## src/rtl/iir_pkg.sv

```systemverilog
// Shared types and elaboration-time helpers for the time-multiplexed IIR filter.
package iir_pkg;

  // Sample-processing sequence: accept, run all taps, drain the multiplier,
  // scale/saturate, then present the result.
  typedef enum logic [2:0] {
    IDLE  = 3'd0,
    MAC   = 3'd1,
    FLUSH = 3'd2,
    SCALE = 3'd3,
    DONE  = 3'd4
  } state_t;

  // Ceiling log2. Returns 0 for v <= 1.
  function automatic int clog2(input int v);
    int r;
    r = 0;
    for (int i = 0; i < 31; i++) begin
      if ((1 << i) < v) r = i + 1;
    end
    return r;
  endfunction

  // Index width that never collapses to zero bits (order 1 still needs a wire).
  function automatic int addr_width(input int n);
    return (clog2(n) > 0) ? clog2(n) : 1;
  endfunction

  // Accumulator width: one product plus growth for n terms plus one guard bit.
  function automatic int acc_width(input int w, input int cw, input int n);
    return w + cw + clog2(n) + 1;
  endfunction

  // Clip a signed value to a w-bit signed range. The result is {sat_flag, value},
  // with the value sign-extended to 64 bits; callers keep the low w bits.
  // Supports sums up to 64 bits, which covers every legal parameter set.
  function automatic logic [64:0] sat_to_width(input logic signed [63:0] v, input int w);
    logic signed [63:0] hi;
    logic signed [63:0] lo;
    hi = (64'sd1 <<< (w - 1)) - 64'sd1;
    lo = -(64'sd1 <<< (w - 1));
    if (v > hi) return {1'b1, hi};
    if (v < lo) return {1'b1, lo};
    return {1'b0, v};
  endfunction

endpackage

```

## src/rtl/iir_filter_mac_if.sv

```systemverilog
// Sample stream, result and coefficient-programming signals of iir_filter_mac.
//
// Handshake: a sample is transferred on a rising clock edge where i_valid and
// o_ready are both high. o_ready is high only while the filter is idle; i_valid
// seen while o_ready is low is dropped, never queued. o_valid is a single-cycle
// pulse marking a fresh o_filter/o_sat; there is no backpressure on the output.
interface iir_filter_mac_if
  import iir_pkg::*;
#(
  parameter int WIDTH   = 16,
  parameter int COEF_W  = 16,
  parameter int N_ORDER = 4,
  parameter int AW      = addr_width(N_ORDER)
);
  logic                     i_valid;
  logic                     o_ready;
  logic signed [WIDTH-1:0]  i_filter;
  logic                     o_valid;
  logic signed [WIDTH-1:0]  o_filter;
  logic                     o_sat;
  logic                     i_clear;
  logic                     i_coef_wr;
  logic                     i_coef_sel;
  logic [AW-1:0]            i_coef_addr;
  logic signed [COEF_W-1:0] i_coef_data;
  logic                     i_coef_commit;
  logic                     o_coef_pending;
  state_t                   dbg_state;

  modport master (
    output i_valid, i_filter, i_clear, i_coef_wr, i_coef_sel, i_coef_addr,
           i_coef_data, i_coef_commit,
    input  o_ready, o_valid, o_filter, o_sat, o_coef_pending, dbg_state
  );

  modport slave (
    input  i_valid, i_filter, i_clear, i_coef_wr, i_coef_sel, i_coef_addr,
           i_coef_data, i_coef_commit,
    output o_ready, o_valid, o_filter, o_sat, o_coef_pending, dbg_state
  );
endinterface

```

## src/rtl/iir_coef_bank.sv

```systemverilog
// Double-buffered a/b coefficient store: shadow bank written at any time,
// active bank loaded from shadow on the first idle cycle after a commit.
module iir_coef_bank
  import iir_pkg::*;
#(
  parameter int N_ORDER = 4,
  parameter int COEF_W  = 16,
  parameter int AW      = addr_width(N_ORDER)
) (
  input  logic                     i_clkp,
  input  logic                     i_rstn,
  input  logic                     wr_en,
  input  logic                     wr_sel,
  input  logic [AW-1:0]            wr_addr,
  input  logic signed [COEF_W-1:0] wr_data,
  input  logic                     commit,
  input  logic                     idle,
  input  logic                     rd_sel,
  input  logic [AW-1:0]            rd_idx,
  output logic signed [COEF_W-1:0] rd_coef,
  output logic                     pending
);
  logic signed [COEF_W-1:0] shadow_b [N_ORDER];
  logic signed [COEF_W-1:0] shadow_a [N_ORDER];
  logic signed [COEF_W-1:0] active_b [N_ORDER];
  logic signed [COEF_W-1:0] active_a [N_ORDER];
  logic                     pending_q;
  logic                     copy;

  // Copy only between samples so a running computation never sees a mixed set.
  assign copy = idle && pending_q;

  // Shadow bank write port; addresses beyond the order are ignored.
  always_ff @(posedge i_clkp) begin
    if (!i_rstn) begin
      for (int i = 0; i < N_ORDER; i++) begin
        shadow_b[i] <= '0;
        shadow_a[i] <= '0;
      end
    end else if (wr_en && (int'(wr_addr) < N_ORDER)) begin
      if (wr_sel) shadow_a[wr_addr] <= wr_data;
      else        shadow_b[wr_addr] <= wr_data;
    end
  end

  // Active bank load; a same-cycle shadow write lands after this copy.
  always_ff @(posedge i_clkp) begin
    if (!i_rstn) begin
      for (int i = 0; i < N_ORDER; i++) begin
        active_b[i] <= '0;
        active_a[i] <= '0;
      end
    end else if (copy) begin
      for (int i = 0; i < N_ORDER; i++) begin
        active_b[i] <= shadow_b[i];
        active_a[i] <= shadow_a[i];
      end
    end
  end

  // Pending flag; a commit coinciding with the copy re-arms it.
  always_ff @(posedge i_clkp) begin
    if (!i_rstn)     pending_q <= 1'b0;
    else if (commit) pending_q <= 1'b1;
    else if (copy)   pending_q <= 1'b0;
  end

  assign pending = pending_q;
  assign rd_coef = rd_sel ? active_a[rd_idx] : active_b[rd_idx];

endmodule

```

## src/rtl/iir_filter_mac.sv

```systemverilog
// Direct-form-I IIR filter sharing one signed multiplier across all taps.
// b taps (x history) are issued first, then a taps (y history); each product is
// registered once before landing in its own accumulator.
module iir_filter_mac
  import iir_pkg::*;
#(
  parameter int WIDTH   = 16,
  parameter int N_ORDER = 4,
  parameter int COEF_W  = 16,
  parameter int FRAC_B  = 14,
  parameter int FRAC_A  = 14
) (
  input logic            i_clkp,
  input logic            i_rstn,
  iir_filter_mac_if.slave bus
);
  localparam int AW     = addr_width(N_ORDER);
  localparam int CW     = addr_width(2 * N_ORDER);
  localparam int ACC_W  = acc_width(WIDTH, COEF_W, N_ORDER);
  localparam int PROD_W = WIDTH + COEF_W;
  localparam logic [CW-1:0] LAST_TAP = CW'(2 * N_ORDER - 1);
  localparam logic [CW-1:0] N_TAPS   = CW'(N_ORDER);

  state_t                   state, state_nxt;
  logic [CW-1:0]            tap_cnt;
  logic                     tap_is_a;
  logic [AW-1:0]            tap_idx;
  logic signed [COEF_W-1:0] tap_coef;
  logic signed [WIDTH-1:0]  tap_sample;
  logic signed [PROD_W-1:0] coef_ext, sample_ext;
  logic signed [PROD_W-1:0] prod;
  logic                     prod_vld, prod_is_a;
  logic signed [ACC_W-1:0]  acc_b, acc_a;
  logic signed [ACC_W:0]    sum;
  logic [64:0]              sat_res;
  logic signed [WIDTH-1:0]  y_reg;
  logic                     sat_reg;
  logic signed [WIDTH-1:0]  x_hist [N_ORDER];
  logic signed [WIDTH-1:0]  y_hist [N_ORDER];
  logic                     is_idle, accept;

  assign is_idle = (state == IDLE);
  assign accept  = is_idle && bus.i_valid && !bus.i_clear;

  // State register.
  always_ff @(posedge i_clkp) begin
    if (!i_rstn) state <= IDLE;
    else         state <= state_nxt;
  end

  // Next-state logic; clear aborts from any state.
  always_comb begin
    state_nxt = state;
    unique case (state)
      IDLE:    if (bus.i_valid) state_nxt = MAC;
      MAC:     if (tap_cnt == LAST_TAP) state_nxt = FLUSH;
      FLUSH:   state_nxt = SCALE;
      SCALE:   state_nxt = DONE;
      DONE:    state_nxt = IDLE;
      default: state_nxt = IDLE;
    endcase
    if (bus.i_clear) state_nxt = IDLE;
  end

  // Tap counter: runs 0..2N-1 during MAC, parked at zero otherwise.
  always_ff @(posedge i_clkp) begin
    if (!i_rstn || bus.i_clear || state != MAC) tap_cnt <= '0;
    else                                        tap_cnt <= tap_cnt + 1'b1;
  end

  // Tap decode: first N counts address b/x, the rest address a/y.
  assign tap_is_a   = (tap_cnt >= N_TAPS);
  assign tap_idx    = tap_is_a ? AW'(tap_cnt - N_TAPS) : AW'(tap_cnt);
  assign tap_sample = tap_is_a ? y_hist[tap_idx] : x_hist[tap_idx];
  assign coef_ext   = PROD_W'(tap_coef);
  assign sample_ext = PROD_W'(tap_sample);

  iir_coef_bank #(
    .N_ORDER (N_ORDER),
    .COEF_W  (COEF_W)
  ) u_coef_bank (
    .i_clkp  (i_clkp),
    .i_rstn  (i_rstn),
    .wr_en   (bus.i_coef_wr),
    .wr_sel  (bus.i_coef_sel),
    .wr_addr (bus.i_coef_addr),
    .wr_data (bus.i_coef_data),
    .commit  (bus.i_coef_commit),
    .idle    (is_idle),
    .rd_sel  (tap_is_a),
    .rd_idx  (tap_idx),
    .rd_coef (tap_coef),
    .pending (bus.o_coef_pending)
  );

  // Shared multiplier with a one-cycle output register.
  always_ff @(posedge i_clkp) begin
    if (!i_rstn || bus.i_clear) begin
      prod      <= '0;
      prod_vld  <= 1'b0;
      prod_is_a <= 1'b0;
    end else begin
      prod      <= coef_ext * sample_ext;
      prod_vld  <= (state == MAC);
      prod_is_a <= tap_is_a;
    end
  end

  // Separate b and a accumulators so each gets its own fractional shift.
  always_ff @(posedge i_clkp) begin
    if (!i_rstn || bus.i_clear || accept) begin
      acc_b <= '0;
      acc_a <= '0;
    end else if (prod_vld) begin
      if (prod_is_a) acc_a <= acc_a + ACC_W'(prod);
      else           acc_b <= acc_b + ACC_W'(prod);
    end
  end

  // Scale both sums (floor shift), add and clip to the output range.
  always_comb begin
    sum     = (ACC_W + 1)'(acc_b >>> FRAC_B) + (ACC_W + 1)'(acc_a >>> FRAC_A);
    sat_res = sat_to_width(64'(sum), WIDTH);
  end

  // Result register: loaded in SCALE; clear drops the flag but keeps the value.
  always_ff @(posedge i_clkp) begin
    if (!i_rstn) begin
      y_reg   <= '0;
      sat_reg <= 1'b0;
    end else if (bus.i_clear) begin
      sat_reg <= 1'b0;
    end else if (state == SCALE) begin
      y_reg   <= WIDTH'(sat_res[63:0]);
      sat_reg <= sat_res[64];
    end
  end

  // Sample histories: x shifts on accept, y shifts in the saturated result at DONE.
  always_ff @(posedge i_clkp) begin
    if (!i_rstn || bus.i_clear) begin
      for (int i = 0; i < N_ORDER; i++) begin
        x_hist[i] <= '0;
        y_hist[i] <= '0;
      end
    end else begin
      if (accept) begin
        x_hist[0] <= bus.i_filter;
        for (int i = 1; i < N_ORDER; i++) x_hist[i] <= x_hist[i-1];
      end
      if (state == DONE) begin
        y_hist[0] <= y_reg;
        for (int i = 1; i < N_ORDER; i++) y_hist[i] <= y_hist[i-1];
      end
    end
  end

  assign bus.o_ready   = is_idle;
  assign bus.o_valid   = (state == DONE);
  assign bus.o_filter  = y_reg;
  assign bus.o_sat     = sat_reg;
  assign bus.dbg_state = state;

endmodule

```

## src/flat_wrapper.sv

```systemverilog
// flat-port wrapper written by rule: the top's interface ports become plain ports
module iir_filter_mac_flat import iir_pkg::*;
#(
  parameter int WIDTH   = 16,
  parameter int N_ORDER = 4,
  parameter int COEF_W  = 16,
  parameter int FRAC_B  = 14,
  parameter int FRAC_A  = 14
)
  (i_clkp, i_rstn, bus_i_valid, bus_i_filter, bus_i_clear, bus_i_coef_wr, bus_i_coef_sel, bus_i_coef_addr, bus_i_coef_data, bus_i_coef_commit, bus_o_ready, bus_o_valid, bus_o_filter, bus_o_sat, bus_o_coef_pending, bus_dbg_state);
  iir_filter_mac_if #(.WIDTH(WIDTH), .COEF_W(COEF_W), .N_ORDER(N_ORDER)) bus_i ();
  input logic i_clkp;
  input logic i_rstn;
  input wire logic [$bits(bus_i.i_valid)-1:0] bus_i_valid;
  input wire logic [$bits(bus_i.i_filter)-1:0] bus_i_filter;
  input wire logic [$bits(bus_i.i_clear)-1:0] bus_i_clear;
  input wire logic [$bits(bus_i.i_coef_wr)-1:0] bus_i_coef_wr;
  input wire logic [$bits(bus_i.i_coef_sel)-1:0] bus_i_coef_sel;
  input wire logic [$bits(bus_i.i_coef_addr)-1:0] bus_i_coef_addr;
  input wire logic [$bits(bus_i.i_coef_data)-1:0] bus_i_coef_data;
  input wire logic [$bits(bus_i.i_coef_commit)-1:0] bus_i_coef_commit;
  output wire logic [$bits(bus_i.o_ready)-1:0] bus_o_ready;
  output wire logic [$bits(bus_i.o_valid)-1:0] bus_o_valid;
  output wire logic [$bits(bus_i.o_filter)-1:0] bus_o_filter;
  output wire logic [$bits(bus_i.o_sat)-1:0] bus_o_sat;
  output wire logic [$bits(bus_i.o_coef_pending)-1:0] bus_o_coef_pending;
  output wire logic [$bits(bus_i.dbg_state)-1:0] bus_dbg_state;
  assign bus_i.i_valid = bus_i_valid;
  assign bus_i.i_filter = bus_i_filter;
  assign bus_i.i_clear = bus_i_clear;
  assign bus_i.i_coef_wr = bus_i_coef_wr;
  assign bus_i.i_coef_sel = bus_i_coef_sel;
  assign bus_i.i_coef_addr = bus_i_coef_addr;
  assign bus_i.i_coef_data = bus_i_coef_data;
  assign bus_i.i_coef_commit = bus_i_coef_commit;
  assign bus_o_ready = bus_i.o_ready;
  assign bus_o_valid = bus_i.o_valid;
  assign bus_o_filter = bus_i.o_filter;
  assign bus_o_sat = bus_i.o_sat;
  assign bus_o_coef_pending = bus_i.o_coef_pending;
  assign bus_dbg_state = bus_i.dbg_state;
  iir_filter_mac #(.WIDTH(WIDTH), .N_ORDER(N_ORDER), .COEF_W(COEF_W), .FRAC_B(FRAC_B), .FRAC_A(FRAC_A)) u_core (.i_clkp(i_clkp), .i_rstn(i_rstn), .bus(bus_i));
endmodule
```

## config.mk

```make
export PLATFORM = sky130hd
export DESIGN_NAME = iir_filter_mac_flat
export DESIGN_NICKNAME = d
export VERILOG_FILES = /design/src/rtl/iir_pkg.sv /design/src/rtl/iir_filter_mac_if.sv /design/src/rtl/iir_coef_bank.sv /design/src/rtl/iir_filter_mac.sv /design/src/flat_wrapper.sv
export SDC_FILE = /design/constraint.sdc
export NUM_CORES = 2
export LEC_CHECK = 0
export ABC_AREA = 1
export CORE_ASPECT_RATIO = 0.9
export CORE_MARGIN = 10
export CORE_UTILIZATION = 64
export DETAILED_ROUTE_END_ITERATION = 6
export MAX_ROUTING_LAYER = met4
export PLACE_DENSITY = 0.81
export RECOVER_POWER = 50
export SLEW_MARGIN = 20
export SYNTH_ARGS = -nofsm -noshare
export SYNTH_HDL_FRONTEND = slang
export SYNTH_HIERARCHICAL = 1
export SYNTH_SLANG_ARGS = --single-unit
export TNS_END_PERCENT = 20
```

## constraint.sdc

```tcl
create_clock -name i_clkp -period 9 [get_ports i_clkp]
set_clock_uncertainty 0.15 [all_clocks]
set_input_delay 1.8 -clock i_clkp [delete_from_list [all_inputs] [get_ports i_clkp]]
set_output_delay 1.8 -clock i_clkp [all_outputs]
set_load 0.05 [all_outputs]
```

==> results.txt <==
Total of endpoints with negative setup slack in the final report: 0. At the pin with the least slew margin, the transition time is 3540 ps. Synthesized instance count: 4525.

The commonest cells after synthesis are 997 x sky130_fd_sc_hd__inv_1, 780 x sky130_fd_sc_hd__nor2_1, 765 x sky130_fd_sc_hd__nand2_1, 384 x sky130_fd_sc_hd__edfxtp_1, 265 x sky130_fd_sc_hd__fa_1. Global routing consumed, on the met3 layer, 5.74% of the routing resources. The run gives 124 MHz as the highest clock rate. In the finished design, the share of the clock period the worst path needs comes to 89.7%. After filler insertion, the fill cell instance count of the layout stands at 4484.

The maximum net fanout on the critical path works out to 17. The setup slack at placement is 1090 ps. The number of antenna violations at the first check in global routing came out at 2. For this run the aggregate overflow at the end of global routing stands at 0. The worst register-to-register path begins at u_core/tap_cnt[1].

Met2 track demand over resource in global routing: 47.5%. The HPWL after detailed placement is 74.0 mm. The pin count of the biggest net entering global routing was 195.

The number of enable flip-flop cells after synthesis is 384. The flow ran to the end, but the final reports show violations. Buffers inserted during clock tree synthesis total 51. The area of all placed cells without fillers is 40000 um2. The type of element capturing the critical path was a flip-flop. Registers take 14100 um2.

The count of buffering cells on the critical path with inverters included was 7; the site row count was 83. The run gives 70.0% as the share of the core filled with cells. Most frequent cell on the critical path: sky130_fd_sc_hd__fa_1. The TritonCTS sink count is 512, and the count of cells along the worst hold path is 2. The most common cell in the netlist was sky130_fd_sc_hd__inv_1. Critical path class: reg -> reg.

In this run the cell area measured after placement is 38300 um2. The leakage power is 19.3 nW, and the routed wire length is 101 mm. After layout, the design draws a total of 7.32 mW.

In the synthesized netlist the dominant register cell turns out to be sky130_fd_sc_hd__edfxtp_1. The fraction of final layout cells sized beyond drive strength 1 came out at 4.14%. In this design, the stage delay of the slowest critical-path cell is 600 ps.

The final reports fail on design-rule violations, max-capacitance violations, max-slew violations. The core region is 57100 um2. Using the TritonRoute via totals, the vias-per-cell ratio works out to 5.51.

The detailed router finished its first iteration with 3278 violations. The via count of the first global-routing pass was 28905; the total count of max-transition violations in the final report was 507. Broken down by cell family, the worst path's largest delay share belongs to adder cells. Measured against its own limit, the worst slew margin works out to -136%.

The final routed DRC violation total came out at 1. The number of nets in the synthesized netlist is 5005. The endpoint identified for the worst register-to-register timing path is u_core/prod[25]. The area share of the largest cell type after synthesis was 31.2%.

After clock tree synthesis, the flow added hold-fix buffers numbering 0. For the via count, the log shows 29465. The number of endpoints with negative hold slack in the final report was 0; the power per cell area was 183 nW/um2. The tightest min-delay check is of the reg -> reg type. The x dimension of the die works out to 273 um. Routability congestion estimate: 0.999. Count of cells resized by post-cts repair: 0.

In the final layout, the multi-input gates occupy 18400 um2. Count of state elements after synthesis: 512. Buffers added to address setup during post-CTS repair amount to 0. TritonCTS built the clock tree. I/O pin count: 64. At the worst endpoint, the arrival time is 8410 ps. The met1 track demand over resource in global routing is 41.3%.

Setup repair after global routing left no endpoint under its margin. The net count of the finished layout is 5022. The first detailed-routing pass took 7 iterations. The fraction of registers with async set or reset after synthesis came out at 0%. The later pin in the worst-skew pair is clocked with a latency of 650 ps.

The aggregate negative setup slack came out at 0 ps. The share of the Yosys chip area taken by registers is 38.1%. Summed over all instances, the cell type with the most area after synthesis is sky130_fd_sc_hd__edfxtp_1. The count of H-tree levels built during CTS is 2, and the required time of the worst setup path is 9340 ps.

A synthesized cell averages 8.17 um2. The netlist uses 55 different library cells. The cell count of the worst reg-to-reg path works out to 27.

The library cell used as clock root buffer was sky130_fd_sc_hd__clkbuf_16. In the final routed layout, each cell accounts on average for 19.0 um. The clock-pin transition on the worst setup and hold timing paths was 60 ps. In this run the most critical hold path is launched from u_core/acc_a[0]. The count of nets left with antenna violations once routing finished came out at 0. The cell area that synthesis handed to floorplanning was 37000 um2.

The endpoint of the worst hold-timing path was u_core/acc_a[0]. For this configuration, the core starts out at a cell density of 64.7%. The number of buffers inserted by port buffering works out to 63.

The worst vdd rail ir drop was 0.198 mV; the reg-to-reg setup timing slack was 920 ps. By area the synthesized netlist is led by sky130_fd_sc_hd__edfxtp_1 31%, sky130_fd_sc_hd__fa_1 14%, sky130_fd_sc_hd__inv_1 10%. Global routing used 31.0% of the available tracks.

Setup slack on the critical path of the routed design comes to 925 ps. The floorplan die area came out at 67800 um2. The worst path needs 8080 ps of the cycle, external delays included.

met2 is the most crowded layer. The startpoint type of the worst setup path was a flip-flop. The maximum root-to-sink buffer count is 3. The cell with the largest stage delay on the worst path was sky130_fd_sc_hd__inv_1.

Yosys printed 6 warnings. For the first-pass GRT wire length, the log shows 158 mm. The max-capacitance violation count is 10, and the floorplan die height is 248 um.

From synthesis to final layout, the design area changed by 8.20%.
-- logic make-up (layout without fill, tap and decap cells) --
kind of cell	count (synthesis)	after routing	synth area share [%]
and+or+nand+nor	1798	1798	19.7
buffers and inverters	1155	1215	12.0
AOI/OAI and AO/OA	560	560	8.45
DFF	512	512	38.1
adders and majority gates	439	439	20.2
xor gates and xnor gates	61	61	1.47
other	0	1	0
-- worst reg2reg max path: stages (launching register included) --
cell and delay, ps:
sky130_fd_sc_hd__dfxtp_2 340, sky130_fd_sc_hd__inv_1 600, sky130_fd_sc_hd__buf_4 430, sky130_fd_sc_hd__nand3_1 160
sky130_fd_sc_hd__nand2_1 90, sky130_fd_sc_hd__nand2_1 60, sky130_fd_sc_hd__nand2_1 360, sky130_fd_sc_hd__clkinv_1 470
sky130_fd_sc_hd__nor2_1 270, sky130_fd_sc_hd__fa_1 440, sky130_fd_sc_hd__inv_1 110, sky130_fd_sc_hd__fa_1 420
sky130_fd_sc_hd__fa_1 510, sky130_fd_sc_hd__inv_1 50, sky130_fd_sc_hd__fa_1 500, sky130_fd_sc_hd__fa_1 490
sky130_fd_sc_hd__inv_1 50, sky130_fd_sc_hd__fa_1 470, sky130_fd_sc_hd__inv_1 40, sky130_fd_sc_hd__ha_1 340
sky130_fd_sc_hd__a21oi_1 240, sky130_fd_sc_hd__a21boi_0 310, sky130_fd_sc_hd__o21ai_0 140, sky130_fd_sc_hd__a21oi_1 300
sky130_fd_sc_hd__o21bai_1 190, sky130_fd_sc_hd__a21o_1 220, sky130_fd_sc_hd__o21ai_0 140, sky130_fd_sc_hd__a21oi_1 70
-- area by class of cell --
type / count / share of cell area, %
Antenna cell: 1 / 0.00626
Multi-Input combinational cell: 2858 / 45.9
Sequential cell: 512 / 35.3
Timing Repair Buffer: 101 / 2.24
Clock buffer: 66 / 3.55
Inverter: 1018 / 9.56
Clock inverter: 30 / 1.09
Tap cell: 765 / 2.39
-- report_power, final --
part           total, mW  internal, mW  switching, mW
Sequential          2.87          2.71          0.155
Clock               2.34          1.36          0.975
Combinational       2.12         0.706           1.41
-- worst max-delay path by stage --
stage | start | to | cells past startpoint
final | u_core/tap_cnt[1] | u_core/prod[25] | 27
after global routing | u_core/tap_cnt[0] | u_core/prod[25] | 28
after CTS | u_core/tap_cnt[1] | u_core/prod[25] | 27
after detailed placement | u_core/tap_cnt[1] | u_core/prod[25] | 27
after global placement | u_core/tap_cnt[1] | u_core/prod[25] | 27
after floorplan | u_core/tap_cnt[2] | u_core/prod[25] | 28
-- stage by stage --
stage                     std cells  hold WS, ps
after floorplan                4525          295
after global placement         5254          302
after detailed placement       5254          313
after CTS                      5350          321
after global routing           5351          353
final                          5351          319
-- routing by layer --
metal  vias up  wire [um]
met5         -          0
met4         0       3750
met3       236       9690
met2      1264      45500
met1     13972      42600
li1      13993          -
-- state kept, by name (all words and copies together), names as in the netlist --
register / count
u_core/prod_vld: 1
u_core/u_coef_bank/shadow_a: 64
u_core/y_hist: 64
u_core/x_hist: 64
u_core/acc_a: 35
u_core/prod_is_a: 1
u_core/bus.dbg_state: 3
u_core/prod: 32
u_core/acc_b: 35
u_core/bus.o_filter: 16
u_core/tap_cnt: 3
u_core/u_coef_bank/active_b: 64
u_core/u_coef_bank/shadow_b: 64
u_core/u_coef_bank/active_a: 64
u_core/u_coef_bank/pending: 1
u_core/bus.o_sat: 1
-- cells in the final DEF, fill, tap and decap left out, types with 12 or more instances in the layout --
master | Yosys | final
sky130_fd_sc_hd__inv_1 | 997 | 996
sky130_fd_sc_hd__nor2_1 | 780 | 778
sky130_fd_sc_hd__nand2_1 | 765 | 765
sky130_fd_sc_hd__edfxtp_1 | 384 | 384
sky130_fd_sc_hd__fa_1 | 265 | 265
sky130_fd_sc_hd__a21oi_1 | 237 | 237
sky130_fd_sc_hd__o21ai_0 | 203 | 202
sky130_fd_sc_hd__ha_1 | 174 | 174
sky130_fd_sc_hd__nand3_1 | 156 | 160
sky130_fd_sc_hd__dfxtp_1 | 128 | 126
sky130_fd_sc_hd__clkdlybuf4s50_1 | 0 | 61
sky130_fd_sc_hd__clkbuf_16 | 0 | 54
sky130_fd_sc_hd__xor2_1 | 38 | 38
sky130_fd_sc_hd__buf_4 | 1 | 29
sky130_fd_sc_hd__nor3_1 | 25 | 25
sky130_fd_sc_hd__o21bai_1 | 23 | 23
sky130_fd_sc_hd__xnor2_1 | 22 | 22
sky130_fd_sc_hd__a21o_1 | 21 | 21
sky130_fd_sc_hd__nand2_2 | 21 | 21
sky130_fd_sc_hd__clkbuf_1 | 74 | 16
sky130_fd_sc_hd__nand4_1 | 13 | 15
sky130_fd_sc_hd__clkinv_1 | 10 | 14
sky130_fd_sc_hd__a31oi_1 | 13 | 13
sky130_fd_sc_hd__o21a_1 | 12 | 12
No activity file was read; power rests on OpenSTA's default activity.
